## src/rtl/bomb_defuse_ctrl.sv

```systemverilog
// Bomb game controller: input conditioning plus arm/defuse/explode FSM feeding the dot-matrix display.
// Optional feature: define BOMB_STRIKE_EN to forgive one wrong cut per game.
module bomb_defuse_ctrl #(
    parameter int unsigned DB_CYCLES = 16,
    parameter logic [7:0]  CODE      = 8'b10_00_11_01
) (
    input  logic       clk,
    input  logic       rst,
    input  logic       power_sw,
    input  logic       arm_btn,
    input  logic [3:0] wire_cut,
    input  logic       fail,
    output logic       start,
    output logic       bomb_switch,
    output logic       defused,
    output logic       exploded,
    output logic [2:0] progress,
    output logic [1:0] state
);

    localparam int unsigned CW = $clog2(DB_CYCLES + 1);

    typedef enum logic [1:0] {
        IDLE     = 2'd0,
        ARMED    = 2'd1,
        DEFUSED  = 2'd2,
        EXPLODED = 2'd3
    } state_t;

    state_t st;

    // Bit order: [0] power, [1] arm, [5:2] wires, [6] fail (sync only)
    logic [6:0]    sync1, sync2;
    logic [5:0]    db;
    logic [CW-1:0] cnt [6];
    logic          arm_q, fail_q;
    logic [3:0]    wire_q;

    always_ff @(posedge clk or negedge rst) begin
        if (!rst) begin
            sync1 <= '0;
            sync2 <= '0;
        end else begin
            sync1 <= {fail, wire_cut, arm_btn, power_sw};
            sync2 <= sync1;
        end
    end

    // Counter only runs while the sample disagrees with the accepted value, so it never passes DB_CYCLES-1
    always_ff @(posedge clk or negedge rst) begin
        if (!rst) begin
            db <= '0;
            for (int unsigned i = 0; i < 6; i++) cnt[i] <= '0;
        end else begin
            for (int unsigned i = 0; i < 6; i++) begin
                if (sync2[i] == db[i]) begin
                    cnt[i] <= '0;
                end else if (cnt[i] == CW'(DB_CYCLES - 1)) begin
                    db[i]  <= sync2[i];
                    cnt[i] <= '0;
                end else begin
                    cnt[i] <= cnt[i] + 1'b1;
                end
            end
        end
    end

    always_ff @(posedge clk or negedge rst) begin
        if (!rst) begin
            arm_q  <= 1'b0;
            wire_q <= '0;
            fail_q <= 1'b0;
        end else begin
            arm_q  <= db[1];
            wire_q <= db[5:2];
            fail_q <= sync2[6];
        end
    end

    logic       pw_db, arm_edge, fail_edge, correct_cut, wrong_cut;
    logic [3:0] wire_db, wire_edge;
    logic [1:0] exp_idx;

    always_comb begin
        pw_db       = db[0];
        wire_db     = db[5:2];
        arm_edge    = db[1] & ~arm_q;
        wire_edge   = wire_db & ~wire_q;
        fail_edge   = sync2[6] & ~fail_q;
        exp_idx     = CODE[{progress[1:0], 1'b0} +: 2];
        correct_cut = (wire_edge == (4'b0001 << exp_idx));
        wrong_cut   = (wire_edge != 4'b0000) && !correct_cut;
    end

`ifdef BOMB_STRIKE_EN
    logic strike;
`endif

    always_ff @(posedge clk or negedge rst) begin
        if (!rst) begin
            st          <= IDLE;
            progress    <= '0;
            start       <= 1'b0;
            bomb_switch <= 1'b0;
            defused     <= 1'b0;
            exploded    <= 1'b0;
`ifdef BOMB_STRIKE_EN
            strike      <= 1'b0;
`endif
        end else begin
            bomb_switch <= pw_db;
            if (!pw_db) begin
                st       <= IDLE;
                progress <= '0;
                start    <= 1'b0;
                defused  <= 1'b0;
                exploded <= 1'b0;
            end else begin
                case (st)
                    ARMED: begin
                        if (fail_edge) begin
                            st       <= EXPLODED;
                            start    <= 1'b0;
                            exploded <= 1'b1;
                        end else if (wrong_cut) begin
`ifdef BOMB_STRIKE_EN
                            if (strike) begin
                                st       <= EXPLODED;
                                start    <= 1'b0;
                                exploded <= 1'b1;
                            end else begin
                                strike <= 1'b1;
                            end
`else
                            st       <= EXPLODED;
                            start    <= 1'b0;
                            exploded <= 1'b1;
`endif
                        end else if (correct_cut) begin
                            progress <= progress + 3'd1;
                            if (progress == 3'd3) begin
                                st      <= DEFUSED;
                                start   <= 1'b0;
                                defused <= 1'b1;
                            end
                        end
                    end
                    default: begin
                        if (arm_edge && wire_db == 4'b0000) begin
                            st       <= ARMED;
                            progress <= '0;
                            start    <= 1'b1;
                            defused  <= 1'b0;
                            exploded <= 1'b0;
`ifdef BOMB_STRIKE_EN
                            strike   <= 1'b0;
`endif
                        end
                    end
                endcase
            end
        end
    end

    assign state = st;

endmodule

```

## config.mk

```make
export PLATFORM = sky130hd
export DESIGN_NAME = bomb_defuse_ctrl
export DESIGN_NICKNAME = d
export VERILOG_FILES = /design/src/rtl/bomb_defuse_ctrl.sv
export SDC_FILE = /design/constraint.sdc
export NUM_CORES = 1
export LEC_CHECK = 0
export ABC_AREA = 1
export CAP_MARGIN = 20
export CORE_MARGIN = 2
export CORE_UTILIZATION = 30
export CTS_BUF_LIST = sky130_fd_sc_hd__clkbuf_4 sky130_fd_sc_hd__clkbuf_8
export DETAILED_ROUTE_END_ITERATION = 10
export SLEW_MARGIN = 20
export SYNTH_ARGS = -nofsm -noshare
export SYNTH_HDL_FRONTEND = slang
export SYNTH_SLANG_ARGS = --single-unit
```

## constraint.sdc

```tcl
create_clock -name clk -period 2.8 [get_ports clk]
set_input_delay 0.56 -clock clk [delete_from_list [all_inputs] [get_ports clk]]
set_output_delay 0.56 -clock clk [all_outputs]
set_load 0.05 [all_outputs]
```

==> run metrics, run 1 <==
run status finished clean; all-layer global routing usage 9.60%; Post-Place Cell Area 3020 um^2; Critical Path AT 1.56 ns; Sequential Power Share 53.7%; sequential-to-total area share from yosys stat 60.2%; Routed wire per std cell 10.0 um; clock buffer depth 2; worst path cell trace clkdlybuf4s50_1; Crit Path Max Fanout 3; DP Worst Slack 1.03 ns; synth warn 0; die area 9790 um^2; Synth top area share 60.2%; most numerous cell in the Yosys netlist dfrtp_1; Max transition margin 54.5%; Max IR drop VDD 284 uV; synthesis-to-finish area growth 19.2%; Post-Synth XOR/XNOR Area 3.89%; Critical-path top delay cell clkdlybuf4s50_1; crit path time final 2.12 ns; H-Tree Depth 3; Chip Width 98.9 um; final cell utilization of the core 37.0%; Initial Utilization 31.0%; Int Power 1.47 mW; worst hold-check path type in2async; Combinational Power Share 4.4%; final period utilization 75.6%; adder-cell area share of the yosys netlist 5.09%; Sw Ratio 20.6%; Distinct cells, synth 25; Post-Synthesis Cells 257; Hold Buf Count CTS 0; static leakage 1.55 nW; area leader, netlist dfrtp_1; worst skew pair latency 0.33 ns; Post-synth EDFFs 0; Clock Pin Slew Worst Setup and Hold Paths 0.07 ns; CTS tree built; Switching Power 0.380 mW; Critical Path End Type output pin; Commonest cells post-synth dfrtp_1 (65), nand2_1 (37), inv_1 (32), nor2_1 (27), nand3_1 (15); Hold Fails Final Rpt 0; main area contributors after synthesis dfrtp_1 (60%), nand2_1 (5.1%), ha_1 (5.1%); IO Pins 18; CTS buffer count 9; CP Class reg2out; CP bufs+invs 1; layout cells sized above 1 13.8%; Critical Path RT 2.24 ns; crit path launch state[1]$_DFFE_PN0P_; CTS resizes 0; largest family of logic cells by synthesized area simple AND/OR/NAND/NOR gates; clk_skew 0.00866 ns; fin. max-slew vios 0; DR vias 1693; Post-CTS Setup Inserts 0; via/cell ratio 4.25; Syn Nets 277; antenna violations before repair 0; Die Y 98.9 um; Clock Tree Root clkbuf_8; GP Congestion 0.774; HPWL Detailed 2970 um; post-route ant nets 0; Critical Path Source Type flip-flop; worst slew pin tran 0.682 ns; multiplexer share of the synthesized area 1.67%; syn_area_per_cell 10.5 um^2; Nets 306; number of global-route vias before repair 1728; worst setup margin 0.684 ns; area share of and/or/nand/nor cells after synthesis 19.4%; FMAX 0.473 GHz; max-cap violations 0; port bufs 17; worst stage delay on the critical path 0.83 ns; # DRC 0; first-iteration detailed-routing DRC count 55; Design Area, Final 3220 um^2; final wirelength 4000 um; flip-flop and latch count after synthesis 65; clock sink count 65; clock power share 42.0%; compound-gate portion of the synthesized area 4.91%; synthesized area 2700 um^2; reg2reg start progress[0]$_DFFE_PN0P_; largest net degree at the start of global routing 37; count of final setup violators 0; CORE AREA 8720 um^2; Post-synth ARST share 100%; P per Cell Area 573 nW/um^2; total power 1.85 mW; GRT overflow 0; first-pass GRT wire length 7460 um; Fin Setup TNS 0 ns; Primary FF master, synth dfrtp_1; RSZ-0062 raised after global routing no; row cnt 34; Pre-antenna DRT Iters 4; diodes inserted 0; crit-path leading delay family buffers and inverters
[layer usage]
metal  global-route usage, %  up-vias  share of wire (%)
met2                    14.8       29                 46
met3                    4.82        4                5.5
li1                        -      877                  -
met4                    3.48        0               0.88
met5                       0        -                  0
met1                    11.6      783                 48
[power groups by stage]
stage               Combinational (mW)  Sequential [mW]  Clock, mW
finish                          0.0808            0.991      0.775
global route                    0.0968            0.994      0.854
CTS                             0.0845            0.991      0.809
detailed placement              0.0841             1.01          0
global placement                0.0811             1.01          0
floorplan                       0.0415             1.00          0
[worst paths after layout]
path	endpoint	slack, ns	cells after the start
worst max-delay path	state[1]	0.68	1
worst min-delay path	wire_q[0]$_DFF_PN0_	0.27	1
max in group asynchronous	wire_q[2]$_DFF_PN0_	1.92	2
worst max register to register	defused$_DFFE_PN0P_	1.18	13
worst min register to register	sync2[2]$_DFF_PN0_	0.35	0
min in group clk	sync2[2]$_DFF_PN0_	0.35	0
[cell usage in the layout, fill, tap and decap left out, types with 2 or more instances in the layout]
cell	synthesis	layout
dfrtp_1	65	65
nand2_1	37	37
inv_1	32	32
nor2_1	27	27
clkdlybuf4s50_1	0	16
nand3_1	15	15
ha_1	11	11
clkbuf_8	0	11
a21oi_1	10	10
nand2_2	8	8
xor2_1	6	6
and3_1	6	6
xnor2_1	6	6
o21ai_0	6	6
nor3_1	6	6
mux2_2	4	4
nor2_4	3	3
nand4_1	3	3
nand2_4	2	2
inv_2	2	2
o21ai_1	2	2
clkinv_2	0	2
[registers in the layout, summed over array words and instances (netlist names)]
name and flops:
sync1 7, exploded 1, state 2, wire_q 4, arm_q 1, fail_q 1
start 1, bomb_switch 1, cnt 30, db 6, progress 3, sync2 7
defused 1
[area by class of cell]
class / count / area (um^2)
multi-input combinational: 157 / 946
clock inverter: 3 / 40.0
tap: 108 / 135
fill: 869 / 5500
sequential: 65 / 1630
inverter: 35 / 131
timing repair buffer: 18 / 185
clock buffer: 12 / 159
[logic make-up (layout without fill, tap and decap cells)]
family                     after synthesis  in the layout
and+or+nand+nor                        108            108
DFF                                     65             65
buffers and inverters                   35             68
AOI/OAI and AO/OA                       22             22
xor gates and xnor gates                12             12
adders and majority gates               11             11
muxes                                    4              4
[metrics by stage]
stage / hold slack (ns) / cells
6_report: 0.270 / 398
5_1_grt: 0.314 / 398
4_1_cts: 0.289 / 398
3_5_place_dp: 0.336 / 383
3_3_place_gp: 0.333 / 383
2_1_floorplan: 0.264 / 257
No activity file was read; power rests on OpenSTA's default activity.
==> run 2: changes to the inputs <==
Clock period 2.8 ns to 1.91 ns, I/O delays scaled along.
==> run 2 against run 1 <==
Clock power is 51% higher. Register-to-register slack got worse by 0.93 ns. Power increased by 48%. First-iteration DRC count fell by 9.1%. Clock-buffer cell count shrank 3. Hold slack worse by 0.25 ns. Final cell count rose by 0.50%. Via count is 1.5% higher. Final area rose by 0.12%. Die area unchanged. Sequential power grew 46%.
==> run metrics, run 2 (same netlist as run 1, synthesis figures left out) <==
run status finished clean (unchanged); Clock Tree Root clkbuf_8 (unchanged); post-route ant nets 0 (unchanged); die area 9790 um^2 (unchanged); worst slew pin tran 0.528 ns (was 0.682 ns); Routed wire per std cell 10.4 um (was 10.0 um); fin. max-slew vios 0 (unchanged); CTS tree built (unchanged); tightest hold margin 0.0157 ns (was 0.270 ns); Int Power 2.09 mW (was 1.47 mW); RSZ-0062 raised after global routing no (unchanged); CTS buffer count 9 (unchanged); Largest regs cnt (30), sync1 (7), sync2 (7) (unchanged); clock sink count 65 (unchanged); Switching Power 0.653 mW (was 0.380 mW); diodes inserted 0 (unchanged); first-iteration detailed-routing DRC count 50 (was 55); IO Pins 18 (unchanged); Chip Width 98.9 um (unchanged); Critical-path top delay cell clkdlybuf4s50_1 (unchanged); H-Tree Depth 3 (unchanged); Fin Setup TNS 0 ns (unchanged); Nets 307 (was 306); all-layer global routing usage 9.72% (was 9.60%); clk_skew 0.0112 ns (was 0.00866 ns); Critical Path RT 1.53 ns (was 2.24 ns); commonest non-fill, non-tap cell in the layout dfrtp_1 (unchanged); CP bufs+invs 1 (unchanged); Critical Path AT 1.45 ns (was 1.56 ns); Filler cells 862 (was 869); Crit Path Max Fanout 1 (was 3); HPWL Detailed 2990 um (was 2970 um); Top reg by flops cnt (unchanged); largest net degree at the start of global routing 25 (was 37); static leakage 1.58 nW (was 1.55 nW); via/cell ratio 4.30 (was 4.25); commonest non-fill, non-tap cells in the layout dfrtp_1 (65), nand2_1 (37), inv_1 (32) (unchanged); final cell utilization of the core 37.0% (about the same); crit path time final 1.83 ns; number of global-route vias before repair 1757 (was 1728); # DRC 0 (unchanged); row cnt 34 (unchanged); Critical Path End Type output pin (unchanged); DR vias 1719 (was 1693); total power 2.74 mW (was 1.85 mW); worst path cell trace clkdlybuf4s50_1 (unchanged); worst stage delay on the critical path 0.79 ns (was 0.83 ns); Die Y 98.9 um (unchanged); worst skew pair latency 0.34 ns (was 0.33 ns); clock buffer depth 2 (unchanged); layout cells sized above 1 16.8% (was 13.8%); CORE AREA 8720 um^2 (unchanged); GP Congestion 0.781 (was 0.774); final period utilization 95.7%; Combinational Power Share 4.5% (was 4.4%); max reg flops 30 (unchanged); Critical Path Source Type flip-flop (unchanged); final wirelength 4170 um (was 4000 um); FMAX 0.547 GHz; GRT overflow 0 (unchanged); Max transition margin 64.8% (was 54.5%); Hold Buf Count CTS 0 (unchanged); Max IR drop VDD 527 uV (was 284 uV); Hold Fails Final Rpt 0 (unchanged); crit path launch bomb_switch$_DFF_PN0_ (was state[1]$_DFFE_PN0P_); port bufs 17 (unchanged); Sequential Power Share 52.9% (was 53.7%); Post-Place Cell Area 3030 um^2 (was 3020 um^2); clock power share 42.6% (was 42.0%); count of final setup violators 0 (unchanged); worst hold-check path type in2async (unchanged); Pre-antenna DRT Iters 4 (unchanged); Sw Ratio 23.8% (was 20.6%); max-cap violations 0 (unchanged); synthesis-to-finish area growth 19.3% (was 19.2%); CP Class reg2out (unchanged); first-pass GRT wire length 7600 um (was 7460 um); reg2reg start progress[0]$_DFFE_PN0P_ (unchanged); Clock Pin Slew Worst Setup and Hold Paths 0.08 ns (was 0.07 ns); Initial Utilization 31.0% (unchanged); crit-path leading delay family buffers and inverters (unchanged); Design Area, Final 3230 um^2 (was 3220 um^2); antenna violations before repair 0 (unchanged); P per Cell Area 850 nW/um^2 (was 573 nW/um^2)
run 2: final timing paths:
check | to | slack [ns] | cells after the start
worst max register to register | defused$_DFFE_PN0P_ | 0.25 | 13
min in group clk | sync2[6]$_DFF_PN0_ | 0.35 | 0
max in group asynchronous | fail_q$_DFF_PN0_ | 1.38 | 2
worst max-delay path | bomb_switch | 0.08 | 1
worst min-delay path | sync1[1]$_DFF_PN0_ | 0.02 | 1
worst min register to register | sync2[6]$_DFF_PN0_ | 0.35 | 0
run 2: worst register-to-register path, stage by stage (launching register included):
cell and delay, ns:
dfrtp_1 0.42, inv_1 0.13, ha_1 0.18, inv_1 0.04, nand3_1 0.08, nand2_2 0.07, nor2_4 0.12, nand2_4 0.08
inv_2 0.06, nand2_1 0.05, nand2_2 0.11, nand3_1 0.09, nand2_1 0.07, nand2_1 0.05
run 2: cell type report:
| class | count | area (um^2) | area share, % |
|---|---|---|---|
| multi-input cells | 157 | 946 | 29.3 |
| inverters | 35 | 131 | 4.07 |
| clock buffers | 9 | 124 | 3.84 |
| clock inverters | 7 | 77.6 | 2.40 |
| well taps | 108 | 135 | 4.19 |
| flip-flops and latches | 65 | 1630 | 50.4 |
| repair buffers | 19 | 186 | 5.78 |
run 2: stage by stage:
stage	instances	worst slack (ns)
4_1_cts	400	0.0505
3_3_place_gp	384	0.343
5_1_grt	400	0.0348
3_5_place_dp	384	0.282
2_1_floorplan	257	0.0762
6_report	400	0.0817
run 2: power by group through the flow:
stage                     Sequential [mW]  Combinational (mW)  Clock (mW)
after global routing                 1.46               0.148        1.27
after floorplan                      1.47              0.0609           0
after CTS                            1.45               0.129        1.22
after detailed placement             1.48               0.128           0
after global placement               1.48               0.124           0
final                                1.45               0.123        1.17
run 2: layer usage:
| metal | track usage [%] | wire (um) | vias up |
|---|---|---|---|
| met4 | 3.48 | 47 | 0 |
| li1 | - | - | 883 |
| met2 | 15.1 | 1940 | 30 |
| met1 | 12.3 | 1990 | 801 |
| met3 | 3.90 | 192 | 5 |
| met5 | 0 | 0 | - |
run 2: timing repair:
item | in CTS | in global routing
resized for setup | 1 | 0
endpoints found under the setup margin | 1 | 0
setup buffers | 0 | 0
